`config.mk`:
```
export PLATFORM = sky130hd
export DESIGN_NAME = transformation_controller_flat
export DESIGN_NICKNAME = d
export VERILOG_FILES = /design/src/rtl/transformation_controller_if.sv /design/src/rtl/transformation_controller.sv /design/src/flat_wrapper.sv
export SDC_FILE = /design/constraint.sdc
export NUM_CORES = 1
export LEC_CHECK = 0
export ABC_CLOCK_PERIOD_IN_PS = 1250
export CAP_MARGIN = 30
export CORE_MARGIN = 4
export CORE_UTILIZATION = 39
export CTS_CLUSTER_SIZE = 8
export DETAILED_ROUTE_END_ITERATION = 6
export GPL_ROUTABILITY_DRIVEN = 0
export PLACE_DENSITY_LB_ADDON = 0.25
export SLEW_MARGIN = 40
export SYNTH_ARGS = -nofsm -noshare
export SYNTH_HDL_FRONTEND = slang
export SYNTH_SLANG_ARGS = --single-unit
export TNS_END_PERCENT = 20
```
`constraint.sdc`:
```
create_clock -name clk -period 1.25 [get_ports clk]
set_clock_uncertainty 0.05 [all_clocks]
set_input_delay 0.1875 -clock clk [delete_from_list [all_inputs] [get_ports clk]]
set_output_delay 0.1875 -clock clk [all_outputs]
set_load 0.01 [all_outputs]
```
`src/rtl/transformation_controller_if.sv`:
```
// transformation_controller_if
//   Handshake/bus bundle between the transformation controller and its
//   memories / product sink.
//   master : controller side (drives requests, addresses and write strobes)
//   slave  : environment side (drives start and rd_valid)
//   Signals: start, rd_valid, rd_req, rd_sel, weight_addr, feature_addr,
//            scratch_we, prod_we, prod_row, prod_col, busy, done
//            (+ stall_cycles when TRANSFORM_PERF_CNT_EN is defined)
interface transformation_controller_if #(
  parameter int FEATURE_ROWS = 6,
  parameter int WEIGHT_COLS  = 3
);
  localparam int CFW = (FEATURE_ROWS > 1) ? $clog2(FEATURE_ROWS) : 1;
  localparam int CWW = (WEIGHT_COLS > 1) ? $clog2(WEIGHT_COLS) : 1;

  logic           start;
  logic           rd_valid;
  logic           rd_req;
  logic           rd_sel;
  logic [CWW-1:0] weight_addr;
  logic [CFW-1:0] feature_addr;
  logic           scratch_we;
  logic           prod_we;
  logic [CFW-1:0] prod_row;
  logic [CWW-1:0] prod_col;
  logic           busy;
  logic           done;
`ifdef TRANSFORM_PERF_CNT_EN
  logic [31:0]    stall_cycles;

  modport master (input start, rd_valid,
                  output rd_req, rd_sel, weight_addr, feature_addr, scratch_we,
                         prod_we, prod_row, prod_col, busy, done, stall_cycles);
  modport slave  (output start, rd_valid,
                  input rd_req, rd_sel, weight_addr, feature_addr, scratch_we,
                        prod_we, prod_row, prod_col, busy, done, stall_cycles);
`else
  modport master (input start, rd_valid,
                  output rd_req, rd_sel, weight_addr, feature_addr, scratch_we,
                         prod_we, prod_row, prod_col, busy, done);
  modport slave  (output start, rd_valid,
                  input rd_req, rd_sel, weight_addr, feature_addr, scratch_we,
                        prod_we, prod_row, prod_col, busy, done);
`endif
endinterface

```
`src/rtl/transformation_controller.sv`:
```
// transformation_controller
//   Sequences FM[FEATURE_ROWS][*] x W[*][WEIGHT_COLS]: for each weight column,
//   fetch the column into the scratch pad, then stream every feature row and
//   issue one product write per (row, col), column-major. done pulses once per
//   job and the block returns to IDLE.
// Ports
//   clk   : clock, posedge
//   reset : synchronous, active-high
//   bus   : transformation_controller_if.master (start/rd handshake, addresses,
//           write strobes, busy/done)
// Optional feature: define TRANSFORM_PERF_CNT_EN to add bus.stall_cycles, a
//   saturating count of cycles with rd_req=1 && rd_valid=0 for the current job.
module transformation_controller #(
  parameter int FEATURE_ROWS = 6,
  parameter int WEIGHT_COLS  = 3
) (
  input  logic clk,
  input  logic reset,
  transformation_controller_if.master bus
);
  localparam int COUNTER_FEATURE_WIDTH = (FEATURE_ROWS > 1) ? $clog2(FEATURE_ROWS) : 1;
  localparam int COUNTER_WEIGHT_WIDTH  = (WEIGHT_COLS > 1) ? $clog2(WEIGHT_COLS) : 1;
  localparam int CFW = COUNTER_FEATURE_WIDTH;
  localparam int CWW = COUNTER_WEIGHT_WIDTH;

  localparam logic [CFW-1:0] ROW_LAST = CFW'(FEATURE_ROWS - 1);
  localparam logic [CWW-1:0] COL_LAST = CWW'(WEIGHT_COLS - 1);

  localparam logic [2:0] IDLE   = 3'd0;
  localparam logic [2:0] LOAD_W = 3'd1;
  localparam logic [2:0] READ_F = 3'd2;
  localparam logic [2:0] WRITE  = 3'd3;
  localparam logic [2:0] DONE   = 3'd4;

  logic [2:0]     state;
  logic [CFW-1:0] r;
  logic [CWW-1:0] c;
  logic           last_row;
  logic           last_col;

  assign last_row = (r == ROW_LAST);
  assign last_col = (c == COL_LAST);

  always_ff @(posedge clk) begin
    if (reset) begin
      state <= IDLE;
      r     <= '0;
      c     <= '0;
    end else begin
      case (state)
        IDLE: if (bus.start) begin
          state <= LOAD_W;
          r     <= '0;
          c     <= '0;
        end
        LOAD_W: if (bus.rd_valid) state <= READ_F;
        READ_F: if (bus.rd_valid) state <= WRITE;
        WRITE: begin
          if (last_row && last_col) begin
            state <= DONE;
          end else if (last_row) begin
            // column finished: refetch the next weight column
            r     <= '0;
            c     <= c + CWW'(1);
            state <= LOAD_W;
          end else begin
            r     <= r + CFW'(1);
            state <= READ_F;
          end
        end
        DONE:    state <= IDLE;
        default: state <= IDLE;
      endcase
    end
  end

  // All outputs are decoded from state/counters; rd_valid only gates the
  // scratch pad latch so the column is captured in the handshake cycle.
  assign bus.busy         = (state != IDLE);
  assign bus.rd_req       = (state == LOAD_W) || (state == READ_F);
  assign bus.rd_sel       = (state == READ_F) || (state == WRITE);
  assign bus.scratch_we   = (state == LOAD_W) && bus.rd_valid;
  assign bus.prod_we      = (state == WRITE);
  // counters keep their last values after DONE, so mask them in IDLE
  assign bus.weight_addr  = bus.busy ? c : '0;
  assign bus.feature_addr = bus.busy ? r : '0;
  assign bus.prod_row     = bus.busy ? r : '0;
  assign bus.prod_col     = bus.busy ? c : '0;
  assign bus.done         = (state == DONE);

`ifdef TRANSFORM_PERF_CNT_EN
  logic [31:0] stall_q;

  always_ff @(posedge clk) begin
    if (reset || (state == IDLE && bus.start))
      stall_q <= '0;
    else if (bus.rd_req && !bus.rd_valid && (stall_q != 32'hFFFF_FFFF))
      stall_q <= stall_q + 32'd1;
  end

  assign bus.stall_cycles = stall_q;
`endif
endmodule
```
`src/flat_wrapper.sv`:
```
// flat-port wrapper written by rule: the top's interface ports become plain ports
module transformation_controller_flat 
#(
  parameter int FEATURE_ROWS = 6,
  parameter int WEIGHT_COLS  = 3
)
  (clk, reset, bus_start, bus_rd_valid, bus_rd_req, bus_rd_sel, bus_weight_addr, bus_feature_addr, bus_scratch_we, bus_prod_we, bus_prod_row, bus_prod_col, bus_busy, bus_done);
  transformation_controller_if #(.FEATURE_ROWS(FEATURE_ROWS), .WEIGHT_COLS(WEIGHT_COLS)) bus_i ();
  input  logic clk;
  input  logic reset;
  input wire logic [$bits(bus_i.start)-1:0] bus_start;
  input wire logic [$bits(bus_i.rd_valid)-1:0] bus_rd_valid;
  output wire logic [$bits(bus_i.rd_req)-1:0] bus_rd_req;
  output wire logic [$bits(bus_i.rd_sel)-1:0] bus_rd_sel;
  output wire logic [$bits(bus_i.weight_addr)-1:0] bus_weight_addr;
  output wire logic [$bits(bus_i.feature_addr)-1:0] bus_feature_addr;
  output wire logic [$bits(bus_i.scratch_we)-1:0] bus_scratch_we;
  output wire logic [$bits(bus_i.prod_we)-1:0] bus_prod_we;
  output wire logic [$bits(bus_i.prod_row)-1:0] bus_prod_row;
  output wire logic [$bits(bus_i.prod_col)-1:0] bus_prod_col;
  output wire logic [$bits(bus_i.busy)-1:0] bus_busy;
  output wire logic [$bits(bus_i.done)-1:0] bus_done;
  assign bus_i.start = bus_start;
  assign bus_i.rd_valid = bus_rd_valid;
  assign bus_rd_req = bus_i.rd_req;
  assign bus_rd_sel = bus_i.rd_sel;
  assign bus_weight_addr = bus_i.weight_addr;
  assign bus_feature_addr = bus_i.feature_addr;
  assign bus_scratch_we = bus_i.scratch_we;
  assign bus_prod_we = bus_i.prod_we;
  assign bus_prod_row = bus_i.prod_row;
  assign bus_prod_col = bus_i.prod_col;
  assign bus_busy = bus_i.busy;
  assign bus_done = bus_i.done;
  transformation_controller #(.FEATURE_ROWS(FEATURE_ROWS), .WEIGHT_COLS(WEIGHT_COLS)) u_core (.clk(clk), .reset(reset), .bus(bus_i));
endmodule
```
==> flow_summary.toml <==
[outcome]
status = "complete, but fails checks"
violations = "negative setup slack"

[power_and_ir_drop]
seq_power_share_pct = 37.2
total_power_uw = 789
pwr-share-comb_pct = 38.7
switching_share_pct = 30.4
p_switching_uw = 240
powerDensity_nw_per_um2 = 795
p_int_uw = 549
cellLeakagePower_nw = 0.463
power.share.clock_pct = 24.1
irDropWorstVdd_v = 0.000764

[die]
dieArea_um2 = 2280
design.core.area_um2 = 1510
start_util_pct = 40.9
die_w_um = 47.7
rows = 14
io_pins = 20
die_h_um = 47.7

[timing]
slew_violations = 0
grt_setup_unrepaired = "true"
slew_headroom_pct = 73.9
finalCritPeriodShare_pct = 114
setup_viol = 21
clock.fmax_mhz = 700
setup_tns_ns = -2.39
worst_slack_ns = -0.179
tightest_slew_ns = 0.391
min_period_ns = 1.43
finalHoldViolCount = 0

[global_route]
antenna_found_initial = 0
grt_pass1_wl_mm = 2.77
grt_max_degree = 10
grt.overflow.total = 0
grtUsageTotal_pct = 17.9
grt_pass1_vias = 613

[routing]
ant_nets = 0
drtIter0Drc = 16
vias = 667
wirelength_mm = 1.81
wl_per_cell_um = 14.8
viasPerCell = 5.47
drc = 0
dr.pass1.iters = 4

[clock_network]
cts_root_buf = "clkbuf_4"
numCtsBuffers = 3
cts_buffer_depth = 2
cts.sinks = 8
clkTransAtPathRegs_ns = 0.05
cts_tree = "done"
worstSkewPairLatency_ns = 0.25
cts_max_level = 1
cts_hold_buffers = 0

[hold_path]
hp-class = "flop to flop"
whs_path_depth = 2

[synth]
ys_warn_count = 0
yosysUniqueCellTypes = 34
ys_seq_area_share_pct = 26.0
syn_inst = 67
synth_nets = 72
synth.ff_latch_count = 8
synth.avg_cell_area_um2 = 9.19
synth_edf_count = 0
syn-cell-area_um2 = 616
async_flop_share_pct = 0
synth_flop_cell = "dfxtp_1"

[placed_design]
dpl_worst_slack_ns = -0.411
hpwl_mm = 1.25
io_buffers = 19

[worst_setup_path]
end_kind = "output port"
slowest_stage = "dfxtp_4"
cpPeakStageDelay_ns = 0.36
cp-start-kind = "flop"
path_cells = "nor3_4, buf_4, nor2b_1, buf_2"
path_class = "flop to output port"
worst-r2r-cell-count = 4
cp.arrival_ns = 1.19
worstPathRequired_ns = 1.01
critPathMaxFanout = 5

[run]
drv_cap = 0

[cells_and_area]
antenna_cells = 0
fin_nets = 113
layout_common_cells = "20 x buf_4, 15 x buf_2, 7 x buf_6"
fin_util_pct = 65.9
layout_commonest_cell = "buf_4"
area_growth_pct = 61.2
drive_gt1_share_pct = 62.3
==> critical path: cells and delay by family (launching register included) <==
kind                   cells  cell delay [ns]
buffers and inverters      2             0.29
DFF                        1             0.36
and+or+nand+nor            2             0.29
==> metrics by stage <==
| stage | cells | cell area [µm²] | hold slack (ns) |
|---|---|---|---|
| 6_report | 122 | 992 | 0.544 |
| 5_1_grt | 122 | 992 | 0.588 |
| 2_1_floorplan | 67 | 636 | 0.332 |
| 4_1_cts | 122 | 966 | 0.536 |
| 3_3_place_gp | 113 | 927 | 0.524 |
| 3_5_place_dp | 113 | 927 | 0.525 |
==> logic make-up after synthesis <==
group,after synthesis,share of synthesized area [%]
XOR/XNOR,1,1.42
adder cells (fa/ha/maj),1,2.03
buffers and inverters,13,13.6
AO/OA/AOI/OAI,14,16.7
multiplexers,2,3.25
flip-flops,8,26.0
AND/OR/NAND/NOR,28,37.0
==> final cells by class <==
| class | count | area, µm² |
|---|---|---|
| Tap cell | 16 | 20.0 |
| Inverter | 4 | 17.5 |
| Clock buffer | 3 | 22.5 |
| Fill cell | 121 | 514 |
| Multi-Input combinational cell | 46 | 424 |
| Sequential cell | 8 | 174 |
| Timing Repair Buffer | 45 | 334 |
==> per-layer routing <==
| layer | vias to the layer above | wire, µm | track usage [%] |
|---|---|---|---|
| li1 | 324 | - | - |
| met1 | 316 | 738 | 19.8 |
| met2 | 25 | 924 | 30.9 |
| met3 | 2 | 128 | 6.77 |
| met4 | 0 | 14 | 6.99 |
| met5 | - | 0 | 0 |
==> timing repair <==
action / 4_1_cts / 5_1_grt
setup buffers: 6 / 0
endpoints found under the setup margin: 23 / 24
pin swaps: 5 / 1
resized for setup: 81 / 8
==> synth_stat cells, types with 2 or more instances <==
| library cell | instances | area share, % |
|---|---|---|
| mux2i_1 | 2 | 3.3 |
| nand3b_1 | 5 | 6.1 |
| buf_4 | 5 | 6.1 |
| nor2b_1 | 5 | 5.1 |
| inv_2 | 2 | 1.2 |
| a21oi_1 | 3 | 2.4 |
| dfxtp_1 | 8 | 26 |
| nor2_1 | 5 | 3.0 |
| buf_6 | 2 | 3.7 |
| inv_1 | 2 | 1.2 |
| a211o_1 | 2 | 2.8 |
| o21ai_0 | 2 | 1.6 |
| or4b_1 | 2 | 3.3 |
| nor4b_1 | 2 | 2.8 |
==> sequential cells by signal, indices dropped and copies added, names as in the netlist <==
signal,cells
u_core.r,3
u_core.state,3
u_core.c,2
==> final timing paths <==
| kind | startpoint | end | slack [ns] |
|---|---|---|---|
| min reg2reg | u_core.r[2]$_SDFFE_PP0P_ | u_core.r[2]$_SDFFE_PP0P_ | 0.54 |
| min | u_core.r[2]$_SDFFE_PP0P_ | u_core.r[2]$_SDFFE_PP0P_ | 0.54 |
| max | u_core.state[2]$_SDFFE_PP0P_ | bus_prod_row[1] | -0.18 |
| max reg2reg | u_core.state[2]$_SDFFE_PP0P_ | u_core.c[1]$_SDFFE_PP0P_ | -0.17 |
==> power by group through the flow <==
| stage | Combinational (mW) | Sequential (mW) | Clock (mW) |
|---|---|---|---|
| floorplan | 0.148 | 0.283 | 0 |
| global placement | 0.239 | 0.302 | 0 |
| detailed placement | 0.246 | 0.302 | 0 |
| CTS | 0.286 | 0.292 | 0.196 |
| global route | 0.327 | 0.297 | 0.223 |
| finish | 0.305 | 0.294 | 0.190 |
(Power assumes the default switching activity.)
